$ cat src/rtl/ddr3_test_pkg.sv
// Shared definitions for the DDR3 read/write traffic test: pattern FSM states
// and the data pattern used by both the generator and any readback checker.
package ddr3_test_pkg;

  typedef enum logic [2:0] {
    IDLE,
    WRITE,
    WAIT,
    READ,
    CHECK
  } pat_state_t;

  // High byte carries the pass number so stale data from an earlier pass is caught.
  function automatic logic [15:0] pattern(input logic [7:0] pass, input logic [7:0] idx);
    return {pass, idx};
  endfunction

endpackage

$ cat src/rtl/sync_2ff.sv
// Generic two-flop synchronizer for bringing a slow level signal into a clock
// domain; asynchronous active-high reset clears both stages.
module sync_2ff #(
  parameter int WIDTH = 1
) (
  input  logic             clk,
  input  logic             rst,
  input  logic [WIDTH-1:0] d,
  output logic [WIDTH-1:0] q
);

  logic [WIDTH-1:0] meta;

  always_ff @(posedge clk or posedge rst) begin
    if (rst) begin
      meta <= '0;
      q    <= '0;
    end else begin
      meta <= d;
      q    <= meta;
    end
  end

endmodule

$ cat src/rtl/ddr3_rw_pattern.sv
// DDR3 test traffic generator: writes a pass-dependent burst into the controller
// write FIFO, waits, reads it back and scores every returned word.
module ddr3_rw_pattern
  import ddr3_test_pkg::*;
#(
  parameter int DATA_W      = 16,
  parameter int BURST_WORDS = 1024,
  parameter int WAIT_CYC    = 2048,
  parameter int CNT_W       = 16
) (
  input  logic              clk_50m,
  input  logic              rst,
  input  logic              init_calib_complete,
  output logic              wr_en,
  output logic [DATA_W-1:0] wr_data,
  output logic              rd_req,
  input  logic [DATA_W-1:0] rd_data,
  output logic              error,
  output logic [CNT_W-1:0]  err_cnt,
  output logic [CNT_W-1:0]  pass_cnt,
  output logic              busy
);

  localparam int IDX_W  = (BURST_WORDS > 1) ? $clog2(BURST_WORDS) : 1;
  localparam int WCNT_W = (WAIT_CYC > 1) ? $clog2(WAIT_CYC) : 1;
  localparam logic [IDX_W-1:0]  IDX_LAST  = IDX_W'(BURST_WORDS - 1);
  localparam logic [WCNT_W-1:0] WCNT_LAST = WCNT_W'(WAIT_CYC - 1);

  function automatic logic [CNT_W-1:0] sat_inc(input logic [CNT_W-1:0] v);
    return (&v) ? v : v + 1'b1;
  endfunction

  function automatic logic [DATA_W-1:0] word_of(input logic [CNT_W-1:0] pass,
                                                 input logic [IDX_W-1:0] i);
    return DATA_W'(pattern(8'(pass), 8'(i)));
  endfunction

  logic              calib_s;
  pat_state_t        state, state_nxt;
  logic [IDX_W-1:0]  idx, idx_nxt;
  logic [WCNT_W-1:0] wcnt, wcnt_nxt;
  logic              pass_inc;
  logic [CNT_W-1:0]  pass_nxt;
  logic              vld_p0;
  logic [IDX_W-1:0]  exp_idx_p0;
  logic              mismatch;

  sync_2ff #(.WIDTH(1)) u_calib_sync (
    .clk (clk_50m),
    .rst (rst),
    .d   (init_calib_complete),
    .q   (calib_s)
  );

  always_ff @(posedge clk_50m or posedge rst) begin
    if (rst) begin
      state <= IDLE;
      idx   <= '0;
      wcnt  <= '0;
    end else begin
      state <= state_nxt;
      idx   <= idx_nxt;
      wcnt  <= wcnt_nxt;
    end
  end

  always_comb begin
    state_nxt = state;
    idx_nxt   = idx;
    wcnt_nxt  = wcnt;
    pass_inc  = 1'b0;
    case (state)
      IDLE: begin
        if (calib_s) begin
          state_nxt = WRITE;
          idx_nxt   = '0;
        end
      end
      WRITE: begin
        if (idx == IDX_LAST) begin
          state_nxt = WAIT;
          wcnt_nxt  = '0;
        end else begin
          idx_nxt = idx + 1'b1;
        end
      end
      WAIT: begin
        if (wcnt == WCNT_LAST) begin
          state_nxt = READ;
          idx_nxt   = '0;
        end else begin
          wcnt_nxt = wcnt + 1'b1;
        end
      end
      READ: begin
        if (idx == IDX_LAST) state_nxt = CHECK;
        else                 idx_nxt   = idx + 1'b1;
      end
      CHECK: begin
        state_nxt = WRITE;
        idx_nxt   = '0;
        pass_inc  = 1'b1;
      end
      default: state_nxt = IDLE;
    endcase
    // Losing calibration overrides everything; an interrupted pass is not counted.
    if (!calib_s) begin
      state_nxt = IDLE;
      idx_nxt   = '0;
      pass_inc  = 1'b0;
    end
    pass_nxt = pass_inc ? pass_cnt + 1'b1 : pass_cnt;
  end

  // Outputs are registered from the next-state decision so they track the state exactly.
  always_ff @(posedge clk_50m or posedge rst) begin
    if (rst) begin
      wr_en    <= 1'b0;
      wr_data  <= '0;
      rd_req   <= 1'b0;
      pass_cnt <= '0;
    end else begin
      wr_en    <= (state_nxt == WRITE);
      wr_data  <= (state_nxt == WRITE) ? word_of(pass_nxt, idx_nxt) : '0;
      rd_req   <= (state_nxt == READ);
      pass_cnt <= pass_nxt;
    end
  end

  assign busy = (state != IDLE);

  // Stage p0: FIFO pops the word; remember which index it should be
  always_ff @(posedge clk_50m) begin
    exp_idx_p0 <= idx;
  end

  always_ff @(posedge clk_50m or posedge rst) begin
    if (rst) begin
      vld_p0  <= 1'b0;
      error   <= 1'b0;
      err_cnt <= '0;
    end else begin
      vld_p0 <= rd_req && calib_s;
      if (vld_p0 && calib_s && mismatch) begin
        error   <= 1'b1;
        err_cnt <= sat_inc(err_cnt);
      end
    end
  end

  // Stage p1: returned word is on rd_data; score it against the current pass
  assign mismatch = (rd_data != word_of(pass_cnt, exp_idx_p0));

endmodule

$ cat config.mk
export PLATFORM = sky130hd
export DESIGN_NAME = ddr3_rw_pattern
export DESIGN_NICKNAME = d
export VERILOG_FILES = /design/src/rtl/ddr3_test_pkg.sv /design/src/rtl/sync_2ff.sv /design/src/rtl/ddr3_rw_pattern.sv
export SDC_FILE = /design/constraint.sdc
export NUM_CORES = 1
export LEC_CHECK = 0
export BUFFER_PORTS_ARGS = -buffer_cell sky130_fd_sc_hd__buf_2
export CAP_MARGIN = 0
export CORE_MARGIN = 2
export CORE_UTILIZATION = 55
export CTS_CLUSTER_DIAMETER = 120
export DETAILED_ROUTE_END_ITERATION = 16
export PLACE_DENSITY = 0.79
export SLEW_MARGIN = 20
export SYNTH_ARGS = -nofsm -noshare
export SYNTH_HDL_FRONTEND = slang
export SYNTH_SLANG_ARGS = --single-unit
$ cat constraint.sdc
create_clock -name clk_50m -period 5.3 [get_ports clk_50m]
set_input_delay 1.59 -clock clk_50m [delete_from_list [all_inputs] [get_ports clk_50m]]
set_output_delay 1.59 -clock clk_50m [all_outputs]
set_load 0.02 [all_outputs]
# After elaboration in Yosys (flattened, before gate mapping)
# Index checks and enable logic that the tools add are counted.
# word_totals
reg_bits	86
latchBits	0
ramBits	0
rom_bits	0
in_bits	19
out_inout_bits	52
wordCells	62
mem_count	0
# classes
addsub	4
multipliers	0
div	0
n_lt_le_gt_ge	0
eq_ne	14
n_shift	0
mux	16
bitwise_logic	1
n_reduce_logical	12
# op_table
op	count
$add 16x1->16 const B	2
$mux 10	3
$pmux 10 s3	1
$mux 11	2
$pmux 11 s2	1
$mux 16	1
$ne 16x16->1	1
$reduce_and 16->1	1
$mux 3	4
$pmux 3 s4	1
$add 11x1->11 const B	1
$eq 11x11->1 const B	1
$add 10x1->10 const B	1
$eq 10x10->1 const B	1
$eq 3x2->1 const B	3
$mux 8	1
$eq 3x1->1 const B	2
$ne 3x3->1 const B	2
$reduce_and 3->1	2
$ne 2x2->1 const B	2
$ne 4x4->1 const B	1
$reduce_or 2->1	2
$eq 3x3->1 const B	1
$logic_and 1x1->1	3
other kinds (6)	7

# Longest topological paths before layout
# Gate-level depths: netlist of run 1.
# depth
depth_word	6
mapped_depth	7
ltp_nobuf	6

# Cells and area by module
# From an unflattened synthesis of run 1, not the netlist that was laid out.
# hier_totals
cells_unflattened	357
hier_area_um2	3983.8
# by_module_without_submodules
module	n_inst	cells_each	area_each_um2	seq_area_each_um2
ddr3_rw_pattern	1	354	3930.0	2062.0
sync_2ff	1	3	53.8	50.0

# Worst setup path before layout of run 1
# No wires, ideal clock.
# synth_timing
kind	input -> register
start	input port rd_data[12]
end	register err_cnt[1]
setup_ns	0.125
arrival_ns	2.730
required_ns	5.175
slack_ns	2.446
cell_stages	5
path_buffers	0
cell_sequence	xor2_1 -> nor4_1 -> nand4_1 -> nand3_1 -> mux2_2
# synth_between
elab_chain_cells	3
# synth_rtl
element	line_no	text
start, declared	ddr3_rw_pattern.sv:17	input logic [DATA_W-1:0] rd_data,
$ne 16x16->1	ddr3_rw_pattern.sv:152	assign mismatch = (rd_data != word_of(pass_cnt, exp_idx_p0));
$logic_and 1x1->1	ddr3_rw_pattern.sv:144	if (vld_p0 && calib_s && mismatch) begin
$reduce_and 2->1 (no source line)	-	
end signal, assigned	ddr3_rw_pattern.sv:146	err_cnt <= sat_inc(err_cnt);
end, declared	ddr3_rw_pattern.sv:19	output logic [CNT_W-1:0] err_cnt,
# Every way passes these cells.
# A chain may end at the register's enable or synchronous reset.

# Worst setup path after layout of run 1
# layout_timing
start	input port rd_data[1]
end	register err_cnt[1]
# Same word-level chain as after synthesis.

==> summary.md, run 1 <==
| Metric | Value |
|---|---|
| Hold Crit Depth | `0` |
| RSZ-0062 raised after global routing | `false` |
| Worst skew pair latency | `~0.37 ns` |
| Rel. slew slack | `around a third` |
| Longest Clk Path Bufs | `2` |
| DR vias | `a little under 3000` |
| Fillcell total | `572` |
| Post-CTS setup buffer count | `0` |
| Final Net Count | `approximately 460` |
| Main combinational cell family by area after synthesis | `simple AND/OR/NAND/NOR gates` |
| First-pass GRT wire length | `between 10000 and 15000 um` |
| Crit path kind | `input pin to register` |
| Synth cell types | `46` |
| Synth Flop Type | `dfrtp_1` |
| Hold buffers post-CTS | `0` |
| CTS buffer count | `9` |
| Reg2reg start | `pass_cnt[4]` |
| Crit path launch type | `input pin` |
| Util after Layout | `66.5%` |
| Root Driver | `clkbuf_8` |
| DIE WIDTH | `approximately 88 um` |
| Cell area after layout | `approximately 4500 um^2` |
| 1st-iter DRT viols | `105` |
| Worst-Margin Slew | `1.00 ns` |
| Gr usage total | `21.4%` |
| Post-Syn Area per Cell | `around 11 um^2` |
| Hold Crit Endpoint | `u_calib_sync.q` |
| Cts repair resizes | `0` |
| Setup TNS | `0 ns` |
| Static Leak | `between 2 and 2.5 nW` |
| Complex-gate fraction of the synthesized area | `between 6 and 7%` |
| # rows | `30` |
| Clock Skew | `around 0.017 ns` |
| Average routed wire per standard cell | `14.6 um` |
| Synthesis Warnings | `0` |
| Die area | `between 7000 and 8000 um^2` |
| Layout cell share with drive strength beyond 1 | `between 20% and 30%` |
| Fin. Hold Viols | `0` |
| Reg clk slew, reported paths | `0.10 ns` |
| Peak VDD IR | `0.169 mV` |
| Synthesized flop and latch total | `86` |
| Register area share after synthesis | `between 50% and 60%` |
| Vias in the first global route | `2717` |
| Top-Level Pins | `71` |
| Core Area | `6830 um^2` |
| Area Growth Syn to Fin | `16.8%` |
| Num Clock Sinks | `86` |
| DP HPWL | `5560 um` |
| Post-synth EDFFs | `0` |
| Syn_nets | `between 300 and 400` |
| H-tree depth | `3` |
| Maxcap violations | `0` |
| Grt total ovfl | `0` |
| Post-synthesis mux area share | `roughly 1.1%` |
| Crit-path max FO | `16` |
| Arrival time at the worst endpoint | `3.50 ns` |
| Pwr Total | `~1.2 mW` |
| Synth async-reset ratio | `just over 90%` |
| DR DRC count | `0` |
| Post-Synth Adder-Cell Area | `roughly 1.3%` |
| Via/cell ratio | `between 5 and 6` |
| R2R depth | `5` |
| Hold Path Class | `register to register` |
| Die Height | `approximately 90 um` |
| Tcrit/Tclk final | `between 60% and 70%` |
| Post-Route WL | `a little under 8000 um` |
| Largest net degree at the start of global routing | `between 40 and 50` |
| Input/output buffers | `70` |
| ANT cells | `0` |
| Initial antenna violation count | `0` |
| Synth Area in XOR/XNOR | `between 10 and 15%` |
| Tmin final | `between 3 and 4 ns` |
| FF-to-FF setup slack | `2.89 ns` |
| CP required | `around 5.6 ns` |
| Max Clk Rate | `a little over 300 MHz` |
| Mapped Cells | `~360` |
| CP Capture Type | `register` |
| Netlist Area Pre-Place | `3890 um^2` |
| Min-delay src | `u_calib_sync.meta` |
| GP Congestion | `between 0.8 and 0.9` |
| Placed inst area | `between 4000 and 5000 um^2` |
| ANT nets after route | `0` |
| Final Max Slew Viols | `0` |
| Power Density | `~260 nW/um^2` |
| # setup viols final | `0` |
| Status | `finished clean` |
| Synth Area in Simple Gates | `roughly 23%` |
| FF-to-FF End | `err_cnt[1]` |
| Initial Utilization | `56.9%` |
| DR pass1 iterations | `4` |
| CTS tree | `built` |
## per-stage QoR
stage	setup slack (ns)	hold slack (ns)	instances
after floorplan	1.71	0.331	359
after global placement	1.71	0.341	517
after detailed placement	1.67	0.337	517
after CTS	2.06	0.357	533
after global routing	1.97	0.366	533
final	2.07	0.359	533
## routing by layer
layer	share of wire, %	GRT usage (%)
met4	2.1	9.50
met3	3.8	4.43
met1	47	28.4
met2	47	34.3
met5	0	0
## critical path, cell delays in order
cell and delay (ns):
buf_2 0.10, xor2_1 0.13, nor4_1 0.34, nand4_1 0.60
nand3_1 0.37, mux2_2 0.36
## how the worst max path moves through the flow
stage | from | endpoint | slack, ns | cells after the start
after detailed placement | rd_data[1] | err_cnt[1] | 1.67 | 6
after floorplan | rst | err_cnt[0] | 1.71 | 1
after global routing | rd_data[12] | err_cnt[1] | 1.97 | 6
after CTS | rd_data[1] | err_cnt[1] | 2.06 | 6
after global placement | rd_data[1] | err_cnt[1] | 1.71 | 6
final | rd_data[1] | err_cnt[1] | 2.07 | 6
## cell type report
cell class | instances | area (um^2) | share of cell area, %
clock buffer | 9 | 124 | 2.73
clock inverter | 7 | 78.8 | 1.74
inverter | 5 | 18.8 | 0.413
multi-input combinational | 258 | 1720 | 38.0
sequential | 86 | 2110 | 46.5
tap | 96 | 120 | 2.64
timing repair buffer | 72 | 365 | 8.04
## placed cells by master (no fill, tap or decap), types with 9 or more instances in the layout
cell type	synthesis	layout
a21oi_1	11	11
and2_1	10	10
and3_1	12	12
buf_2	7	70
clkbuf_8	0	9
dfrtp_1	78	78
nand2_1	25	25
nand3_1	14	14
nand4_1	16	16
nor2_1	34	34
nor2b_1	10	10
xnor2_1	23	23
xor2_1	31	31
## sequential cells by signal, summed over array words and instances, names as in the netlist
signal             flops
error                  1
wr_en                  1
rd_req                 1
wcnt                  11
u_calib_sync.meta      1
u_calib_sync.q         1
err_cnt               16
pass_cnt              16
idx                   10
vld_p0                 1
exp_idx_p0             8
wr_data               16
state                  3
## cells by family after synthesis
family	Yosys count
fa+ha+maj	4
flops	86
simple gates	158
compound gates	38
mux	4
xor+xnor	54
buf+inv	15
## power breakdown
| group | switching [mW] | internal, mW |
|---|---|---|
| Clock | 0.251 | 0.224 |
| Sequential | 0.00379 | 0.658 |
| Combinational | 0.0270 | 0.0132 |
| Total | 0.282 | 0.895 |
## synth_stat cells, types with 5 or more instances
master | n | area share [%]
nand2b_1 | 5 | 0.80
buf_2 | 7 | 0.90
nand2_1 | 25 | 2.4
nand3_1 | 14 | 1.8
nor3_1 | 6 | 0.77
a21oi_1 | 11 | 1.4
xnor2_1 | 23 | 5.2
nand4_1 | 16 | 2.6
and3_1 | 12 | 1.9
nor4_1 | 5 | 0.80
and4_1 | 6 | 1.4
xor2_1 | 31 | 7.0
dfrtp_1 | 78 | 50
o21ai_0 | 5 | 0.64
a31oi_1 | 5 | 0.80
dfxtp_1 | 8 | 4.1
and2_1 | 10 | 1.6
nor2b_1 | 10 | 1.6
nor2_1 | 34 | 3.3
Note: power is estimated with default switching activity, not from simulation.
==> inputs of run 2 (changes only) <==
--- a/config.mk
+++ b/config.mk
@@ -8,10 +8,10 @@
 export BUFFER_PORTS_ARGS = -buffer_cell sky130_fd_sc_hd__buf_2
 export CAP_MARGIN = 0
 export CORE_MARGIN = 2
-export CORE_UTILIZATION = 55
+export CORE_UTILIZATION = 50
 export CTS_CLUSTER_DIAMETER = 120
 export DETAILED_ROUTE_END_ITERATION = 16
-export PLACE_DENSITY = 0.79
+export PLACE_DENSITY = 0.76
 export SLEW_MARGIN = 20
 export SYNTH_ARGS = -nofsm -noshare
 export SYNTH_HDL_FRONTEND = slang
==> constraint.sdc (replaced) <==
create_clock -name clk_50m -period 2.85 [get_ports clk_50m]
set_input_delay 0.855 -clock clk_50m [delete_from_list [all_inputs] [get_ports clk_50m]]
set_output_delay 0.855 -clock clk_50m [all_outputs]
set_load 0.02 [all_outputs]
==> run 2 against run 1 <==
  * Clock-buffer cell count up 3
  * Critical endpoint is now wr_data[14]
  * Largest power group unchanged
  * Non-clock buffer count up 3
  * Sequential share of layout area up 0.051 points
  * First-iteration DRC count down 17%
  * Cell area down 0.11%
==> summary.md, run 2 (same netlist as run 1, synthesis figures left out) <==
| Metric | Value |
|---|---|
| Via/cell ratio | `5.35 (-1.2%)` |
| H-tree depth | `3 (unchanged)` |
| Post-Route WL | `7650 um (-1.8%)` |
| Die area | `8500 um^2 (+9.5%)` |
| Crit-path max FO | `14 (-2)` |
| Die Height | `92.2 um (+4.7%)` |
| DR pass1 iterations | `6 (+2)` |
| CTS tree | `built` |
| Maxcap violations | `0 (unchanged)` |
| Vias in the first global route | `2845 (+4.7%)` |
| CP required | `3.05 ns (-2.52 ns)` |
| Cts repair resizes | `0 (unchanged)` |
| Pwr Total | `2.04 mW (+73%)` |
| Largest net degree at the start of global routing | `36 (-12%)` |
| Crit path launch type | `register` |
| DR vias | `2894 (+0.31%)` |
| Commonest non-fill, non-tap cell in the layout | `dfrtp_1` |
| Final Max Slew Viols | `0 (unchanged)` |
| Arrival time at the worst endpoint | `2.37 ns (-1.13 ns)` |
| Hold buffers post-CTS | `0 (unchanged)` |
| Top flop regs | `err_cnt x16, pass_cnt x16, wr_data x16` |
| Core Area | `7650 um^2 (+12%)` |
| Post-CTS setup buffer count | `0 (unchanged)` |
| RSZ-0062 raised after global routing | `false` |
| Num Clock Sinks | `86 (unchanged)` |
| Longest Clk Path Bufs | `2 (unchanged)` |
| Power Density | `449 nW/um^2 (+73%)` |
| Input/output buffers | `70 (unchanged)` |
| Worst-Margin Slew | `0.613 ns (-0.387 ns)` |
| Reg clk slew, reported paths | `0.08 ns (-0.02 ns)` |
| Static Leak | `2.31 nW (-0.12%)` |
| Status | `finished clean` |
| 1st-iter DRT viols | `87 (-17%)` |
| Highest-count cells in the layout ignoring fill and taps | `78 x dfrtp_1, 70 x buf_2, 34 x nor2_1` |
| # rows | `32 (+6.7%)` |
| # setup viols final | `0 (unchanged)` |
| Grt total ovfl | `0 (unchanged)` |
| Tcrit/Tclk final | `75.9%` |
| CP Capture Type | `register` |
| Initial Utilization | `50.9% (-6.1 points)` |
| Fin. Hold Viols | `0 (unchanged)` |
| Layout cell share with drive strength beyond 1 | `22.8% (-0.56 points)` |
| Initial antenna violation count | `0 (unchanged)` |
| Tmin final | `between 2 and 2.5 ns` |
| ANT cells | `0 (unchanged)` |
| ANT nets after route | `0 (unchanged)` |
| Gr usage total | `19.3% (-2.1 points)` |
| Max Clk Rate | `462 MHz` |
| DR DRC count | `0 (unchanged)` |
| DP HPWL | `5630 um (+1.3%)` |
| Average routed wire per standard cell | `14.1 um (-3.3%)` |
| Clock Skew | `0.0138 ns (-0.00329 ns)` |
| First-pass GRT wire length | `13200 um (+2.9%)` |
| DIE WIDTH | `92.2 um (+4.7%)` |
| Peak VDD IR | `0.260 mV (+54%)` |
| Top-Level Pins | `71 (unchanged)` |
| GP Congestion | `0.862 (+2.6%)` |
| Hold Path Class | `register to register` |
| Area Growth Syn to Fin | `16.7%` |
| Root Driver | `clkbuf_8` |
| Crit path kind | `register to register` |
| Final Net Count | `458 (+0.66%)` |
| Worst skew pair latency | `0.34 ns (-0.03 ns)` |
| Setup TNS | `0 ns (unchanged)` |
| CTS buffer count | `9 (unchanged)` |
| Rel. slew slack | `59.0% (+26 points)` |
## run 2: changes by cell type in the layout (fill, tap and decap cells not counted), sizes merged
| cell | previous run | this run |
|---|---|---|
| buf | 72 | 75 |
| clkbuf | 9 | 12 |
| inv | 7 | 4 |
| bufinv | 1 | 0 |
| clkinv | 4 | 3 |
| clkinvlp | 0 | 1 |
## run 2: cell type report
type                    instances  area, um^2
fillers                       656        3110
flip-flops and latches         86        2110
well taps                     102         128
inverters                       5        22.5
clock inverters                 3        18.8
clock buffers                  12         145
multi-input cells             258        1710
repair buffers                 75         400
## run 2: power by group
group          leakage (nW)  total [mW]  internal (mW)  switching, mW
Sequential             1.14        1.23           1.22        0.00691
Combinational          1.08      0.0768         0.0264         0.0504
Clock                0.0866       0.731          0.337          0.394
Total                  2.31        2.04           1.59          0.451
## run 2: metrics by stage
stage / std cells / instance area, um^2 / setup WS (ns) / util [%] / hold WS [ns]
2_1_floorplan: 359 / 3890 / 0.731 / - / 0.331
3_3_place_gp: 526 / 4370 / 0.383 / 57.2 / 0.345
3_5_place_dp: 526 / 4370 / 0.360 / 57.2 / 0.346
4_1_cts: 541 / 4540 / 0.666 / 59.3 / 0.372
5_1_grt: 541 / 4540 / 0.417 / 59.3 / 0.390
6_report: 541 / 4540 / 0.685 / 59.3 / 0.369
## run 2: metal layers
layer / vias to the layer above / wire (um) / GRT usage [%]
met5: - / 0 / 0
met4: 0 / 99 / 5.97
met3: 11 / 311 / 4.77
met2: 78 / 3820 / 33.0
met1: 1392 / 3410 / 24.3
li1: 1413 / - / -
## run 2: critical path, stage by stage (launching register included)
cell and delay, ns:
dfrtp_1 0.43, ha_1 0.28, nand3_2 0.19, nor3_2 0.31, o21ai_0 0.21, nand3b_1 0.50, nor2b_1 0.11
## run 2: final timing paths
path	start	to	slack, ns	cells after the start
worst max-delay path	idx[0]	wr_data[14]	0.69	6
worst min-delay path	u_calib_sync.meta	u_calib_sync.q	0.37	0
worst max register to register	idx[0]	wr_data[14]	0.69	6
worst min register to register	u_calib_sync.meta	u_calib_sync.q	0.37	0
max in group asynchronous	rst	wcnt[4]	1.66	3
min in group asynchronous	rst	err_cnt[1]	0.57	2
